**config.mk**
```make
export PLATFORM = sky130hd
export DESIGN_NAME = wf_dispatch_sched
export DESIGN_NICKNAME = d
export VERILOG_FILES = /design/src/rtl/dispatch_pkg.sv /design/src/rtl/rr_arbiter.sv /design/src/rtl/wf_dispatch_sched.sv
export SDC_FILE = /design/constraint.sdc
export NUM_CORES = 1
export LEC_CHECK = 0
export ABC_AREA = 1
export BUFFER_PORTS_ARGS = -buffer_cell sky130_fd_sc_hd__buf_2
export CORE_MARGIN = 3
export CORE_UTILIZATION = 52
export DETAILED_ROUTE_END_ITERATION = 10
export PLACE_DENSITY = 0.89
export SKIP_LAST_GASP = 1
export SLEW_MARGIN = 25
export SYNTH_ARGS = -nofsm -noshare
export SYNTH_HDL_FRONTEND = slang
export SYNTH_SLANG_ARGS = --single-unit
```
**constraint.sdc**
```tcl
create_clock -name clk -period 8.35 [get_ports clk]
set_clock_uncertainty 0.1 [all_clocks]
set_input_delay 0.835 -clock clk [delete_from_list [all_inputs] [get_ports clk]]
set_output_delay 0.835 -clock clk [all_outputs]
set_load 0.02 [all_outputs]
```
**src/rtl/dispatch_pkg.sv**
```systemverilog
// Shared widths, FSM state encoding and descriptor layout for the wavefront dispatch scheduler.
package dispatch_pkg;

  localparam int TAG_W   = 15;
  localparam int VGPR_W  = 10;
  localparam int SGPR_W  = 9;
  localparam int LDS_W   = 16;
  localparam int PC_W    = 32;
  localparam int WFSZ_W  = 6;
  localparam int WFCNT_W = 4;

  typedef enum logic [1:0] {
    IDLE  = 2'd0,
    ARB   = 2'd1,
    ISSUE = 2'd2
  } state_t;

  typedef struct packed {
    logic [TAG_W-1:0]   tag;
    logic [WFCNT_W-1:0] wf_cnt;
    logic [WFSZ_W-1:0]  wf_size;
    logic [VGPR_W-1:0]  vgpr_base;
    logic [SGPR_W-1:0]  sgpr_base;
    logic [LDS_W-1:0]   lds_base;
    logic [PC_W-1:0]    start_pc;
  } wf_desc_t;

endpackage

```
**src/rtl/rr_arbiter.sv**
```systemverilog
// Combinational round-robin arbiter: the first requester at or after ptr wins.
module rr_arbiter #(
  parameter int N     = 1,
  parameter int PTR_W = 1
) (
  input  logic [N-1:0]     req,
  input  logic             en,
  input  logic [PTR_W-1:0] ptr,
  output logic [N-1:0]     grant
);

  logic found;
  int   idx;

  always_comb begin
    grant = '0;
    found = 1'b0;
    idx   = 0;
    for (int i = 0; i < N; i++) begin
      idx = (int'(ptr) + i) % N;
      if (en && !found && req[idx]) begin
        grant[idx] = 1'b1;
        found      = 1'b1;
      end
    end
  end

endmodule

```
**src/rtl/wf_dispatch_sched.sv**
```systemverilog
// Wavefront dispatch scheduler: holds one host descriptor, picks a CU round-robin, issues it.
// Optional DISPATCH_STALL_CNT_EN adds a saturating count of cycles stalled with no free CU.
module wf_dispatch_sched
  import dispatch_pkg::*;
#(
  parameter int NUMOFCU       = 1,
  parameter int MAX_WF_PER_CU = 8
) (
  input  logic                     clk,
  input  logic                     rst,
  input  logic                     host_wf_valid,
  output logic                     host_wf_ready,
  input  logic [TAG_W-1:0]         host_wf_tag,
  input  logic [WFCNT_W-1:0]       host_wf_cnt,
  input  logic [WFSZ_W-1:0]        host_wf_size,
  input  logic [VGPR_W-1:0]        host_vgpr_base,
  input  logic [SGPR_W-1:0]        host_sgpr_base,
  input  logic [LDS_W-1:0]         host_lds_base,
  input  logic [PC_W-1:0]          host_start_pc,
  output logic [NUMOFCU-1:0]       dispatch2cu_wf_dispatch,
  output logic [WFCNT_W-1:0]       dispatch2cu_wg_wf_count,
  output logic [WFSZ_W-1:0]        dispatch2cu_wf_size_dispatch,
  output logic [SGPR_W-1:0]        dispatch2cu_sgpr_base_dispatch,
  output logic [VGPR_W-1:0]        dispatch2cu_vgpr_base_dispatch,
  output logic [TAG_W-1:0]         dispatch2cu_wf_tag_dispatch,
  output logic [LDS_W-1:0]         dispatch2cu_lds_base_dispatch,
  output logic [PC_W-1:0]          dispatch2cu_start_pc_dispatch,
  input  logic [NUMOFCU-1:0]       cu2dispatch_wf_done,
  input  logic [NUMOFCU*TAG_W-1:0] cu2dispatch_wf_tag_done,
  output logic                     sched_idle,
  output logic [15:0]              done_total,
  output logic                     err_underflow,
  output logic [31:0]              stall_cycles
);

  localparam int PTR_W = (NUMOFCU > 1) ? $clog2(NUMOFCU) : 1;

  state_t               state_reg, state_next;
  wf_desc_t             hold_reg, payload_reg;
  logic [NUMOFCU-1:0]   dispatch_reg, sel_reg;
  logic [NUMOFCU-1:0]   eligible, grant, cnt_zero, underflow;
  logic [PTR_W-1:0]     ptr_reg, grant_idx, ptr_next;
  logic [15:0]          done_total_reg, done_pop;
  logic                 err_reg, grant_en, any_eligible;
  logic                 unused_tag_done;

  // Completion tags are not needed for bookkeeping; only the pulses matter.
  assign unused_tag_done = ^cu2dispatch_wf_tag_done;

  assign grant_en     = (state_reg == ARB);
  assign any_eligible = |eligible;

  rr_arbiter #(
    .N     (NUMOFCU),
    .PTR_W (PTR_W)
  ) u_arb (
    .req   (eligible),
    .en    (grant_en),
    .ptr   (ptr_reg),
    .grant (grant)
  );

  for (genvar gi = 0; gi < NUMOFCU; gi++) begin : g_cu
    logic [WFCNT_W-1:0] cnt_reg;
    logic               inc, dec;

    assign inc            = (state_reg == ISSUE) && sel_reg[gi];
    assign dec            = cu2dispatch_wf_done[gi];
    assign eligible[gi]   = (cnt_reg < WFCNT_W'(MAX_WF_PER_CU));
    assign cnt_zero[gi]   = (cnt_reg == '0);
    assign underflow[gi]  = dec && !inc && (cnt_reg == '0);

    // A simultaneous dispatch and completion cancel out.
    always_ff @(posedge clk or posedge rst) begin
      if (rst) begin
        cnt_reg <= '0;
      end else if (inc && !dec) begin
        cnt_reg <= cnt_reg + 1'b1;
      end else if (dec && !inc && (cnt_reg != '0)) begin
        cnt_reg <= cnt_reg - 1'b1;
      end
    end
  end

  always_comb begin
    grant_idx = '0;
    for (int i = 0; i < NUMOFCU; i++) begin
      if (grant[i]) grant_idx = PTR_W'(i);
    end
  end

  assign ptr_next = (grant_idx == PTR_W'(NUMOFCU - 1)) ? '0 : grant_idx + 1'b1;

  always_comb begin
    done_pop = '0;
    for (int i = 0; i < NUMOFCU; i++) begin
      done_pop = done_pop + 16'(cu2dispatch_wf_done[i]);
    end
  end

  always_comb begin
    state_next    = state_reg;
    host_wf_ready = 1'b0;
    case (state_reg)
      IDLE: begin
        host_wf_ready = 1'b1;
        if (host_wf_valid) state_next = ARB;
      end
      ARB: begin
        if (any_eligible) state_next = ISSUE;
      end
      ISSUE:   state_next = IDLE;
      default: state_next = IDLE;
    endcase
  end

  always_ff @(posedge clk or posedge rst) begin
    if (rst) begin
      state_reg      <= IDLE;
      hold_reg       <= '0;
      payload_reg    <= '0;
      dispatch_reg   <= '0;
      sel_reg        <= '0;
      ptr_reg        <= '0;
      done_total_reg <= '0;
      err_reg        <= 1'b0;
    end else begin
      state_reg      <= state_next;
      done_total_reg <= done_total_reg + done_pop;
      err_reg        <= err_reg | (|underflow);
      dispatch_reg   <= '0;
      if (state_reg == IDLE && host_wf_valid) begin
        hold_reg <= '{tag: host_wf_tag, wf_cnt: host_wf_cnt, wf_size: host_wf_size,
                      vgpr_base: host_vgpr_base, sgpr_base: host_sgpr_base,
                      lds_base: host_lds_base, start_pc: host_start_pc};
      end
      if (grant_en && any_eligible) begin
        sel_reg <= grant;
        ptr_reg <= ptr_next;
      end
      if (state_reg == ISSUE) begin
        dispatch_reg <= sel_reg;
        payload_reg  <= hold_reg;
      end
    end
  end

`ifdef DISPATCH_STALL_CNT_EN
  logic [31:0] stall_reg;

  always_ff @(posedge clk or posedge rst) begin
    if (rst) begin
      stall_reg <= '0;
    end else if (grant_en && !any_eligible && (stall_reg != 32'hFFFF_FFFF)) begin
      stall_reg <= stall_reg + 1'b1;
    end
  end

  assign stall_cycles = stall_reg;
`else
  assign stall_cycles = '0;
`endif

  assign sched_idle                     = (state_reg == IDLE) && (&cnt_zero);
  assign done_total                     = done_total_reg;
  assign err_underflow                  = err_reg;
  assign dispatch2cu_wf_dispatch        = dispatch_reg;
  assign dispatch2cu_wg_wf_count        = payload_reg.wf_cnt;
  assign dispatch2cu_wf_size_dispatch   = payload_reg.wf_size;
  assign dispatch2cu_sgpr_base_dispatch = payload_reg.sgpr_base;
  assign dispatch2cu_vgpr_base_dispatch = payload_reg.vgpr_base;
  assign dispatch2cu_wf_tag_dispatch    = payload_reg.tag;
  assign dispatch2cu_lds_base_dispatch  = payload_reg.lds_base;
  assign dispatch2cu_start_pc_dispatch  = payload_reg.start_pc;

endmodule
```
==> impl_metrics.env <==
export IMPL_stdcell_count=1230
export IMPL_synth_top_family_by_area="simple AND/OR/NAND/NOR gates"
export IMPL_hold_buffers=0
export IMPL_grt_max_degree=133
export IMPL_swShare_pct=38.20
export IMPL_maxCapViolations=0
export IMPL_wl_per_cell_um=14.78
export IMPL_synth_fa_ha_area_share_pct=0.8078
export IMPL_area_growth_pct=18.96
export IMPL_worstMarginPinSlew_ns=1.030
export IMPL_power_frac_seq_pct=40.2
export IMPL_cts_sink_count=209
export IMPL_yosysMostFrequentCell="nand2_1"
export IMPL_synth_top_area_share_pct=60.30
export IMPL_timing_rr_end="hold_reg[11]"
export IMPL_final_nets=1114
export IMPL_netlist_top_cells_area="dfrtp_1 60%, nand2_1 9.3%, mux2_4 7.6%, a21oi_2 2.8%, buf_4 2.8%"
export IMPL_port_buffers=207
export IMPL_finalMaxSlewViolations=0
export IMPL_clkPwrFrac_pct=21.6
export IMPL_final_setup_viol_count=0
export IMPL_fp_row_count=46
export IMPL_hold_class="flip-flop to flip-flop"
export IMPL_dp_cells=1190
export IMPL_initial_core_util_pct=53.82
export IMPL_route_detailed_drc=0
export IMPL_grt_util_met3_pct=3.418
export IMPL_required_ns=8.66
export IMPL_whs_endpoint="sel_reg"
export IMPL_async_flop_share_pct=100.0
export IMPL_rr_worst_depth=5
export IMPL_grt_pass1_vias=5966
export IMPL_viasPerCell=4.866
export IMPL_cts_buffer_depth=3
export IMPL_clk_pin_slew_ns=0.06
export IMPL_fin_util_pct=64.02
export IMPL_overflow=0
export IMPL_crit_family="buffers and inverters"
export IMPL_grt_pass1_wl_um=29310
export IMPL_crit_path_end_kind="flip-flop"
export IMPL_synth_common_cells="214 x nand2_1, 209 x dfrtp_1, 60 x inv_1"
export IMPL_synth_xor_area_share_pct=1.212
export IMPL_start_kind="flip-flop"
export IMPL_period_minus_slack_ns=2.481
export IMPL_hold_viol=0
export IMPL_antenna_found_initial=2
export IMPL_postRouteAntennaNets=0
export IMPL_status="complete, no violations"
export IMPL_drive_above_1_share_pct=33.79
export IMPL_slew_headroom_pct=31.34
export IMPL_synth_compound_area_share_pct=6.982
export IMPL_gp_congestion=0.8009
export IMPL_rsz0062_at_grt="false"
export IMPL_synthMuxAreaShare_pct=7.617
export IMPL_core_sq_um=16120
export IMPL_numCtsBuffers=22
export IMPL_cp_data_arrival_time_ns=2.79
export IMPL_yosysTopAreaCell="dfrtp_1"
export IMPL_p_comb_share_pct=38.2
export IMPL_drtIter0Drc=304
export IMPL_cts_setup_buffers=0
export IMPL_largest_reg_flops=92
export IMPL_root_buffer="clkbuf_16"
export IMPL_io_pins=255
export IMPL_die_area_sq_um=18270
export IMPL_vdd_drop_max_v=0.0004370
export IMPL_cp_num_buf_inv=1
export IMPL_finalPower_mw=4.334
export IMPL_place_hpwl_um=12110
export IMPL_hold_slack_ns=0.3703
export IMPL_seq_area_frac_synth_pct=60.30
export IMPL_critPathKind="flip-flop to flip-flop"
export IMPL_power_switching_mw=1.656
export IMPL_netlist_area_sq_um=8673
export IMPL_globalRouteTotalUtil_pct=19.59
export IMPL_hp_start="sel_reg"
export IMPL_r2r_start="state_reg[1]"
export IMPL_leakagePower_nw=5.594
export IMPL_grtUsageMet1_pct=24.72
export IMPL_fin_crit_sh_pct=29.72
export IMPL_power_density_nw_per_um2=420.1
export IMPL_die_h_um=135.2
export IMPL_yosys_warnings=0
export IMPL_cts_tree="built"
export IMPL_synth_cells=799
export IMPL_holdPathStages=1
export IMPL_path_cells="nor2_4 -> nand2_8 -> buf_4 -> nor2_1 -> a21oi_2"
export IMPL_clock_latency_ns=0.49
export IMPL_met2_usage_pct=33.66
export IMPL_path_max_fanout=82
export IMPL_cts_resized=0
export IMPL_finalSetupTns_ns=0
export IMPL_cpPeakStageDelay_ns=0.90
export IMPL_synthSimpleGateAreaFrac_pct=14.35
export IMPL_n_fill_cell=1272
export IMPL_dr_total_vias=5985
export IMPL_htreeDepth=1
export IMPL_synth_cell_types=32
export IMPL_fmax_ghz=0.4030
export IMPL_r2r_setup_slack_ns=5.87
export IMPL_power_internal_mw=2.679
export IMPL_syn_avg_cell_area_sq_um=10.86
export IMPL_die_x_um=135.2
export IMPL_synth_seq_cells=209
export IMPL_slowest_stage="buf_4"
export IMPL_wl_um=18180
export IMPL_ys_flop_type="dfrtp_1"
export IMPL_synth_edf_count=0
export IMPL_drt_pass1_iterations=4
export IMPL_gr_max_usage_layer="met2"
cells in the final DEF, fill, tap and decap left out, types with 5 or more instances in the layout:
cell,synthesis,final
inv_1,60,59
clkbuf_1,4,6
conb_1,1,32
nand3_1,13,13
mux2_4,44,44
nor3_1,5,5
clkbuf_16,0,23
nand2_1,214,214
nor2_2,20,20
a21oi_2,28,28
a21oi_1,20,20
xor2_1,8,8
buf_2,13,207
clkbuf_8,0,6
dfrtp_1,209,209
o21ai_0,47,47
nor2_1,40,40
power groups by stage:
| stage | Clock [mW] | Combinational (mW) | Sequential (mW) |
|---|---|---|---|
| 6_report | 0.938 | 1.65 | 1.74 |
| 5_1_grt | 1.00 | 1.82 | 1.80 |
| 4_1_cts | 0.962 | 1.68 | 1.74 |
| 3_5_place_dp | 0 | 1.67 | 1.75 |
| 3_3_place_gp | 0 | 1.60 | 1.73 |
| 2_1_floorplan | 0 | 0.978 | 2.00 |
cells by family after synthesis:
logic type | count (synthesis)
AO/OA/AOI/OAI | 99
adder cells (fa/ha/maj) | 5
XOR/XNOR | 12
multiplexers | 44
buffers and inverters | 128
AND/OR/NAND/NOR | 301
other | 1
flip-flops | 209
worst max path at each step:
stage	startpoint	to	slack, ns	cells past startpoint
finish	state_reg[1]	hold_reg[11]	5.87	5
global route	state_reg[1]	hold_reg[12]	5.69	5
CTS	state_reg[1]	hold_reg[18]	5.85	5
detailed placement	host_wf_valid	hold_reg[18]	5.49	5
global placement	host_wf_valid	hold_reg[11]	5.53	5
floorplan	rst	dispatch2cu_lds_base_dispatch[0]	1.71	1
stage by stage:
| stage | cell area, sq um | setup WS (ns) |
|---|---|---|
| floorplan | 8790 | 1.706 |
| global placement | 9610 | 5.526 |
| detailed placement | 9610 | 5.486 |
| CTS | 10310 | 5.851 |
| global route | 10320 | 5.686 |
| finish | 10320 | 5.869 |
per-layer routing:
| layer | wire (um) | vias up |
|---|---|---|
| li1 | - | 2849 |
| met1 | 7271 | 2907 |
| met2 | 9281 | 186 |
| met3 | 991 | 43 |
| met4 | 632 | 0 |
| met5 | 0 | - |
layout make-up:
class / count / area (sq um) / area share, %
multi-input cells: 493 / 2811 / 27.25
flip-flops and latches: 209 / 5230 / 50.69
clock inverters: 3 / 17.52 / 0.1698
clock buffers: 35 / 680.7 / 6.597
repair buffers: 210 / 1062 / 10.30
well taps: 216 / 270.3 / 2.619
diodes: 2 / 5.005 / 0.04851
inverters: 62 / 240.2 / 2.328
(Power assumes the default switching activity.)
